`config.mk`:
```
export PLATFORM = sky130hd
export DESIGN_NAME = decode_issue_queue
export DESIGN_NICKNAME = d
export VERILOG_FILES = /design/src/rtl/decode_issue_queue.sv
export SDC_FILE = /design/constraint.sdc
export NUM_CORES = 1
export LEC_CHECK = 0
export CORE_MARGIN = 5
export CORE_UTILIZATION = 45
export DETAILED_ROUTE_END_ITERATION = 10
export DONT_BUFFER_PORTS = 1
export PLACE_DENSITY = 0.68
export SYNTH_ARGS = -nofsm -noshare
export SYNTH_HDL_FRONTEND = slang
export SYNTH_SLANG_ARGS = --single-unit
```
`constraint.sdc`:
```
create_clock -name clk -period 11.25 [get_ports clk]
set_input_delay 1.125 -clock clk [delete_from_list [all_inputs] [get_ports clk]]
set_output_delay 1.125 -clock clk [all_outputs]
set_load 0.005 [all_outputs]
```
`src/rtl/decode_issue_queue.sv`:
```
// Decode/issue stage: a DEPTH-entry instruction FIFO whose head is decoded and
// has its operands resolved each cycle. It issues through a registered
// one-cycle pulse and is flushed on rollback.
module decode_issue_queue #(
  parameter int unsigned DEPTH     = 8,
  parameter int unsigned N_CDB     = 2,
  parameter int unsigned ROB_POS_W = 4
) (
  input  logic                       clk,
  input  logic                       rst,
  input  logic                       rdy_i,
  input  logic                       rollback_i,
  input  logic                       inst_done_i,
  input  logic [31:0]                inst_i,
  input  logic [31:0]                inst_pc_i,
  input  logic                       inst_pre_j_i,
  output logic                       queue_full_o,
  input  logic                       rob_full_i,
  input  logic                       rs_full_i,
  input  logic                       lsb_full_i,
  input  logic [ROB_POS_W-1:0]       upd_rob_pos_i,
  output logic [4:0]                 reg_rs1_o,
  output logic [4:0]                 reg_rs2_o,
  input  logic                       reg_rs1_rdy_i,
  input  logic [31:0]                reg_rs1_val_i,
  input  logic [ROB_POS_W-1:0]       reg_rs1_rob_pos_i,
  input  logic                       reg_rs2_rdy_i,
  input  logic [31:0]                reg_rs2_val_i,
  input  logic [ROB_POS_W-1:0]       reg_rs2_rob_pos_i,
  output logic [ROB_POS_W-1:0]       rob_rs1_pos_o,
  output logic [ROB_POS_W-1:0]       rob_rs2_pos_o,
  input  logic                       rob_rs1_rdy_i,
  input  logic [31:0]                rob_rs1_val_i,
  input  logic                       rob_rs2_rdy_i,
  input  logic [31:0]                rob_rs2_val_i,
  input  logic [N_CDB-1:0]           cdb_valid_i,
  input  logic [N_CDB*ROB_POS_W-1:0] cdb_rob_pos_i,
  input  logic [N_CDB*32-1:0]        cdb_val_i,
  output logic                       issue_o,
  output logic                       rs_en_o,
  output logic                       lsb_en_o,
  output logic                       is_store_o,
  output logic [ROB_POS_W-1:0]       rob_pos_o,
  output logic [6:0]                 opcode_o,
  output logic [2:0]                 funct3_o,
  output logic                       funct7_o,
  output logic [4:0]                 rd_o,
  output logic [31:0]                imm_o,
  output logic [31:0]                pc_o,
  output logic                       pre_j_o,
  output logic                       rs1_rdy_o,
  output logic [31:0]                rs1_val_o,
  output logic [ROB_POS_W-1:0]       rs1_rob_pos_o,
  output logic                       rs2_rdy_o,
  output logic [31:0]                rs2_val_o,
  output logic [ROB_POS_W-1:0]       rs2_rob_pos_o,
  output logic                       illegal_o
);

  localparam int unsigned PtrW = $clog2(DEPTH);
  localparam int unsigned CntW = PtrW + 1;

  localparam logic [6:0] OpL     = 7'b0000011;
  localparam logic [6:0] OpS     = 7'b0100011;
  localparam logic [6:0] OpCal   = 7'b0110011;
  localparam logic [6:0] OpCali  = 7'b0010011;
  localparam logic [6:0] OpB     = 7'b1100011;
  localparam logic [6:0] OpLui   = 7'b0110111;
  localparam logic [6:0] OpAuipc = 7'b0010111;
  localparam logic [6:0] OpJal   = 7'b1101111;
  localparam logic [6:0] OpJalr  = 7'b1100111;

  typedef struct packed {
    logic                 pre_j;
    logic [31:0]          pc;
    logic [31:0]          inst;
  } entry_t;

  typedef struct packed {
    logic                 rdy;
    logic [31:0]          val;
    logic [ROB_POS_W-1:0] pos;
  } opnd_t;

  typedef struct packed {
    logic                 rs_en;
    logic                 lsb_en;
    logic                 is_store;
    logic [ROB_POS_W-1:0] rob_pos;
    logic [6:0]           opcode;
    logic [2:0]           funct3;
    logic                 funct7;
    logic [4:0]           rd;
    logic [31:0]          imm;
    logic [31:0]          pc;
    logic                 pre_j;
    opnd_t                rs1;
    opnd_t                rs2;
  } issue_t;

  entry_t            mem_q [DEPTH];
  logic [PtrW-1:0]   head_q, tail_q;
  logic [CntW-1:0]   count_q;
  issue_t            data_q, data_d;
  logic              issue_q, illegal_q;

  entry_t            head;
  logic [6:0]        op;
  logic              known, full, target_full, active, fire, drop, push, pop;

  // Unused or x0 sources read as ready zero; otherwise RegFile, then the
  // lowest-index matching CDB channel, then RoB, else wait on the tag.
  function automatic opnd_t resolve(input logic                       used,
                                    input logic [4:0]                 src,
                                    input logic                       reg_rdy,
                                    input logic [31:0]                reg_val,
                                    input logic [ROB_POS_W-1:0]       tag,
                                    input logic                       rob_rdy,
                                    input logic [31:0]                rob_val,
                                    input logic [N_CDB-1:0]           cv,
                                    input logic [N_CDB*ROB_POS_W-1:0] ctag,
                                    input logic [N_CDB*32-1:0]        cval);
    opnd_t o;
    logic  hit;
    o.rdy = 1'b1;
    o.val = '0;
    o.pos = '0;
    hit   = 1'b0;
    if (used && src != 5'd0) begin
      if (reg_rdy) begin
        o.val = reg_val;
      end else begin
        // Descending scan so the lowest matching channel is written last.
        for (int i = int'(N_CDB) - 1; i >= 0; i--) begin
          if (cv[i] && ctag[i*ROB_POS_W +: ROB_POS_W] == tag) begin
            hit   = 1'b1;
            o.val = cval[i*32 +: 32];
          end
        end
        if (!hit) begin
          if (rob_rdy) begin
            o.val = rob_val;
          end else begin
            o.rdy = 1'b0;
            o.pos = tag;
          end
        end
      end
    end
    return o;
  endfunction

  // Combinational decode of the head entry.
  always_comb begin
    head  = mem_q[head_q];
    op    = head.inst[6:0];
    known = op inside {OpL, OpS, OpCal, OpCali, OpB, OpLui, OpAuipc, OpJal, OpJalr};

    data_d          = '0;
    data_d.opcode   = op;
    data_d.funct3   = head.inst[14:12];
    data_d.funct7   = head.inst[30];
    data_d.rd       = (op == OpS || op == OpB) ? 5'd0 : head.inst[11:7];
    data_d.pc       = head.pc;
    data_d.pre_j    = head.pre_j;
    data_d.rob_pos  = upd_rob_pos_i;
    data_d.lsb_en   = (op == OpL) || (op == OpS);
    data_d.is_store = (op == OpS);
    data_d.rs_en    = known && !data_d.lsb_en;

    unique case (op)
      OpL, OpCali, OpJalr: data_d.imm = {{20{head.inst[31]}}, head.inst[31:20]};
      OpS:                 data_d.imm = {{20{head.inst[31]}}, head.inst[31:25], head.inst[11:7]};
      OpB:                 data_d.imm = {{19{head.inst[31]}}, head.inst[31], head.inst[7],
                                         head.inst[30:25], head.inst[11:8], 1'b0};
      OpLui, OpAuipc:      data_d.imm = {head.inst[31:12], 12'd0};
      OpJal:               data_d.imm = {{11{head.inst[31]}}, head.inst[31], head.inst[19:12],
                                         head.inst[20], head.inst[30:21], 1'b0};
      default:             data_d.imm = '0;
    endcase

    data_d.rs1 = resolve(!(op == OpLui || op == OpAuipc || op == OpJal), head.inst[19:15],
                         reg_rs1_rdy_i, reg_rs1_val_i, reg_rs1_rob_pos_i,
                         rob_rs1_rdy_i, rob_rs1_val_i, cdb_valid_i, cdb_rob_pos_i, cdb_val_i);
    data_d.rs2 = resolve(op == OpCal || op == OpS || op == OpB, head.inst[24:20],
                         reg_rs2_rdy_i, reg_rs2_val_i, reg_rs2_rob_pos_i,
                         rob_rs2_rdy_i, rob_rs2_val_i, cdb_valid_i, cdb_rob_pos_i, cdb_val_i);
  end

  assign full        = (count_q == CntW'(DEPTH));
  assign target_full = data_d.lsb_en ? lsb_full_i : rs_full_i;
  assign active      = rdy_i && !rollback_i;
  // Unknown opcodes are dropped even under back-pressure so they cannot wedge the head.
  assign drop        = active && (count_q != '0) && !known;
  assign fire        = active && (count_q != '0) && known && !rob_full_i && !target_full;
  assign pop         = fire || drop;
  assign push        = active && inst_done_i && !full;

  // FIFO storage; contents are qualified by count, so no reset is needed.
  always_ff @(posedge clk) begin
    if (push) mem_q[tail_q] <= '{pre_j: inst_pre_j_i, pc: inst_pc_i, inst: inst_i};
  end

  // Pointers and occupancy; rollback empties the queue.
  always_ff @(posedge clk or posedge rst) begin
    if (rst) begin
      head_q  <= '0;
      tail_q  <= '0;
      count_q <= '0;
    end else if (rdy_i) begin
      if (rollback_i) begin
        head_q  <= '0;
        tail_q  <= '0;
        count_q <= '0;
      end else begin
        head_q  <= head_q + PtrW'(pop);
        tail_q  <= tail_q + PtrW'(push);
        count_q <= count_q + CntW'(push) - CntW'(pop);
      end
    end
  end

  // Registered issue bundle; data holds between issues, pulses clear every cycle.
  always_ff @(posedge clk or posedge rst) begin
    if (rst) begin
      issue_q         <= 1'b0;
      illegal_q       <= 1'b0;
      data_q          <= '0;
      data_q.rs1.rdy  <= 1'b1;
      data_q.rs2.rdy  <= 1'b1;
    end else begin
      issue_q   <= fire;
      illegal_q <= drop;
      if (fire) data_q <= data_d;
    end
  end

  assign queue_full_o  = full;
  assign reg_rs1_o     = head.inst[19:15];
  assign reg_rs2_o     = head.inst[24:20];
  assign rob_rs1_pos_o = reg_rs1_rob_pos_i;
  assign rob_rs2_pos_o = reg_rs2_rob_pos_i;
  assign issue_o       = issue_q;
  assign illegal_o     = illegal_q;
  assign rs_en_o       = data_q.rs_en;
  assign lsb_en_o      = data_q.lsb_en;
  assign is_store_o    = data_q.is_store;
  assign rob_pos_o     = data_q.rob_pos;
  assign opcode_o      = data_q.opcode;
  assign funct3_o      = data_q.funct3;
  assign funct7_o      = data_q.funct7;
  assign rd_o          = data_q.rd;
  assign imm_o         = data_q.imm;
  assign pc_o          = data_q.pc;
  assign pre_j_o       = data_q.pre_j;
  assign rs1_rdy_o     = data_q.rs1.rdy;
  assign rs1_val_o     = data_q.rs1.val;
  assign rs1_rob_pos_o = data_q.rs1.pos;
  assign rs2_rdy_o     = data_q.rs2.rdy;
  assign rs2_val_o     = data_q.rs2.val;
  assign rs2_rob_pos_o = data_q.rs2.pos;

endmodule
```
==> impl_metrics.py <==
metrics = {
    "sta": {
        "fin_setup_tns_ns": 0,
        "rsz0062_at_grt": "false",
        "worst_slew_margin_rel": 0.1253,
        "period_needed_ns": 5.686,
        "min_period_over_period": 0.5054,
        "report.final.setup_viol": 0,
        "fmaxAchievable_ghz": 0.1759,
        "timing.final.max_slew_violations": 0,
        "final.setup_skew_ns": 0.02616,
        "hold_vio_cnt_final": 0,
        "max_slew.worst_pin.slew_ns": 1.303,
    },
    "logic_synthesis": {
        "synth.net_count": 2150,
        "synth_async_sr_flop_share": 0.2507,
        "synth.lib_cells_used.distinct": 53,
        "synthCells": 1848,
        "synth_edf_count": 520,
        "synth_seq_area_share": 0.6958,
        "number_of_synthesized_register_bits": 694,
        "avg_cell_area_syn_sq_um": 15.53,
        "synthesis.area_sq_um": 28700,
        "ys_warn_count": 0,
        "synth_ff_type": "sky130_fd_sc_hd__edfxtp_1",
    },
    "worst_setup_path": {
        "worstSetupStartpointType": "register",
        "timing.rr.start": "head_q[2]",
        "worstRegToRegCells": 14,
        "setup.worst_path.class": "reg -> reg",
        "worst_setup_path_end_kind": "register",
        "worst_setup_path_startpoint": "head_q[2]",
        "critPathRequiredTime_ns": 11.75,
        "worst_r2r_endpoint": "count_q[2]",
        "critical_path.max_fanout": 43,
        "worst_reg2reg_setup_slack_ns": 5.56,
        "arrival_ns": 6.18,
    },
    "cells_and_area": {
        "design_area_sq_um": 31920,
        "post_route_cells_drive_above_1_share": 0.1720,
        "mostFrequentLayoutCell": "sky130_fd_sc_hd__edfxtp_1",
        "layout_common_cells": "sky130_fd_sc_hd__edfxtp_1 (520), sky130_fd_sc_hd__nand2_1 (230), sky130_fd_sc_hd__dfrtp_1 (169)",
        "layoutNonFillerInstCount": 2734,
        "layout.nets": 2119,
        "area_overhead_of_the_layout_relative_to_synthesis_pct": 11.19,
    },
    "detailed_routing": {
        "routed_wire_length_per_instance_um": 30.75,
        "antenna_left": 0,
        "dr_total_vias": 16454,
        "drcViolationCount": 0,
        "routed_via_density": 6.018,
        "initialDrtViolationCount": 1329,
        "drt_first_pass_iters": 5,
        "routed_wirelength_um": 84070,
    },
    "clocking": {
        "cts-htree-levels": 3,
        "clkSlewWorstSetupHoldPaths_ns": 0.06,
        "cts_hold_repair.buffers": 0,
        "clock_tree.buffer_depth": 3,
        "cts_tree": "yes",
        "worstSkewPairLatency_ns": 0.62,
        "cts_setup_buffers": 0,
        "cts_resized": 0,
        "clock_tree.root_cell": "sky130_fd_sc_hd__clkbuf_16",
        "tritoncts_num_sinks": 694,
        "numCtsBuffers": 73,
    },
    "floorplanning": {
        "design.core.area_sq_um": 63080,
        "fp.dieArea_sq_um": 68940,
        "pin_count": 474,
        "num_rows": 92,
        "die_height_um": 262.6,
        "initial_utilization": 0.4550,
        "die_width_um": 262.6,
    },
    "place": {
        "final_replace_weighted_congestion": 1.041,
        "hpwl_um": 56300,
        "detailed_place.area_sq_um": 29440,
        "io_buf_count": 0,
        "placedCellCount": 2588,
    },
    "power_and_ir_drop": {
        "p_per_area_nw_per_um2": 185.5,
        "leakagePower_nw": 10.61,
        "vdd.ir_drop.worst_v": 0.0001163,
        "report.power.total_w": 0.005919,
    },
    "grt": {
        "grt.overflow.total": 0,
        "grt_pass1_vias": 16629,
        "grt_max_degree": 203,
        "track_usage": 0.2384,
        "global_route_wire_length_before_repair_um": 121300,
        "antenna_found_initial": 11,
    },
    "status": {
        "outcome": "finished clean",
    },
    "min_path": {
        "holdCritPathClass": "in -> async",
    },
    "job": {
        "drv.max_cap_violation_count": 0,
    },
}
## cell usage after synthesis (3+ instances only)
master / instances / share of area
sky130_fd_sc_hd__inv_1: 25 / 0.0033
sky130_fd_sc_hd__a21oi_1: 78 / 0.014
sky130_fd_sc_hd__o21a_1: 9 / 0.0024
sky130_fd_sc_hd__buf_4: 26 / 0.0068
sky130_fd_sc_hd__a22oi_1: 4 / 0.0010
sky130_fd_sc_hd__edfxtp_1: 520 / 0.54
sky130_fd_sc_hd__o21ai_1: 30 / 0.0052
sky130_fd_sc_hd__mux2_2: 31 / 0.012
sky130_fd_sc_hd__nor3_1: 8 / 0.0014
sky130_fd_sc_hd__mux2i_1: 44 / 0.015
sky130_fd_sc_hd__ha_1: 10 / 0.0044
sky130_fd_sc_hd__xor2_1: 12 / 0.0037
sky130_fd_sc_hd__clkbuf_1: 67 / 0.0088
sky130_fd_sc_hd__xnor2_1: 6 / 0.0018
sky130_fd_sc_hd__buf_2: 19 / 0.0033
sky130_fd_sc_hd__nand2_1: 230 / 0.030
sky130_fd_sc_hd__o31ai_1: 8 / 0.0021
sky130_fd_sc_hd__a311oi_1: 64 / 0.020
sky130_fd_sc_hd__nand2b_1: 7 / 0.0015
sky130_fd_sc_hd__a32o_1: 4 / 0.0014
sky130_fd_sc_hd__nor2b_1: 3 / 0.00065
sky130_fd_sc_hd__o21ai_0: 111 / 0.019
sky130_fd_sc_hd__nand4_1: 3 / 0.00065
sky130_fd_sc_hd__o211ai_1: 13 / 0.0034
sky130_fd_sc_hd__dfrtp_1: 172 / 0.15
sky130_fd_sc_hd__nand3_1: 6 / 0.0010
sky130_fd_sc_hd__mux4_2: 126 / 0.099
sky130_fd_sc_hd__o2111ai_1: 4 / 0.0012
sky130_fd_sc_hd__nand3b_1: 64 / 0.017
sky130_fd_sc_hd__o22ai_1: 6 / 0.0013
sky130_fd_sc_hd__buf_1: 16 / 0.0021
sky130_fd_sc_hd__nor2_1: 89 / 0.012
sky130_fd_sc_hd__nor4_1: 5 / 0.0011
## cell type report
cell class,count,area [sq um]
Clock inverter,30,305.3
Timing Repair Buffer,25,200.2
Inverter,27,108.9
Clock buffer,106,2145
Fill cell,5277,31160
Antenna cell,10,25.02
Sequential cell,694,19980
Multi-Input combinational cell,996,8090
Tap cell,846,1059
## flip-flops by register name (all words and copies together) (netlist names), 5 cells and up
register   cells
mem_q        520
opcode_o       7
pc_o          32
imm_o         32
rd_o           5
rs2_val_o     32
rs1_val_o     32
## worst max path at each step
stage	endpoint	slack, ns	cells after the start
final	count_q[2]	5.56	14
after global routing	count_q[2]	5.28	14
after CTS	count_q[2]	5.55	14
after detailed placement	count_q[2]	5.56	14
after global placement	count_q[2]	5.68	14
after floorplan	mem_q[1][0]	4.56	4
## worst max-delay path, stage by stage (launching register included)
cell and delay, ns:
sky130_fd_sc_hd__dfrtp_4 0.87, sky130_fd_sc_hd__buf_4 0.73, sky130_fd_sc_hd__mux4_2 0.41, sky130_fd_sc_hd__mux2i_1 0.65
sky130_fd_sc_hd__nand4_1 0.24, sky130_fd_sc_hd__or3_1 0.41, sky130_fd_sc_hd__o2111ai_4 0.25, sky130_fd_sc_hd__inv_2 0.32
sky130_fd_sc_hd__or2_2 0.41, sky130_fd_sc_hd__ha_1 0.28, sky130_fd_sc_hd__inv_1 0.04, sky130_fd_sc_hd__ha_1 0.20
sky130_fd_sc_hd__fa_1 0.41, sky130_fd_sc_hd__xnor2_1 0.18, sky130_fd_sc_hd__o22ai_1 0.08
## cell families after synthesis
logic type	Yosys count	share of synthesized area
flip-flops	694	0.6958
adder cells (fa/ha/maj)	11	0.005056
XOR/XNOR	18	0.005492
buffers and inverters	158	0.02546
AND/OR/NAND/NOR	423	0.06669
AO/OA/AOI/OAI	342	0.07467
multiplexers	202	0.1268
## layer usage
layer	routed length (um)	GRT usage	up-vias
li1	-	-	7063
met1	29680	0.2720	8438
met2	41700	0.4000	780
met3	8228	0.08819	173
met4	4468	0.1143	0
met5	0	0	-
## where the power goes
group | switching (W) | leakage (nW) | internal, W
combinational | 0.000283 | 2.32 | 0.000263
clock | 0.00100 | 1.20 | 0.00143
sequential | 0.000104 | 7.09 | 0.00284
total | 0.00139 | 10.6 | 0.00453
## stage by stage
step / hold WS (ns) / util / setup WS, ns
2_1_floorplan: 0.4590 / - / 4.556
3_5_place_dp: 0.5028 / 0.4667 / 5.561
5_1_grt: 0.3963 / 0.5059 / 5.278
3_3_place_gp: 0.4952 / 0.4667 / 5.683
4_1_cts: 0.3900 / 0.5056 / 5.550
6_report: 0.3875 / 0.5060 / 5.564
No activity file was read; power rests on OpenSTA's default activity.
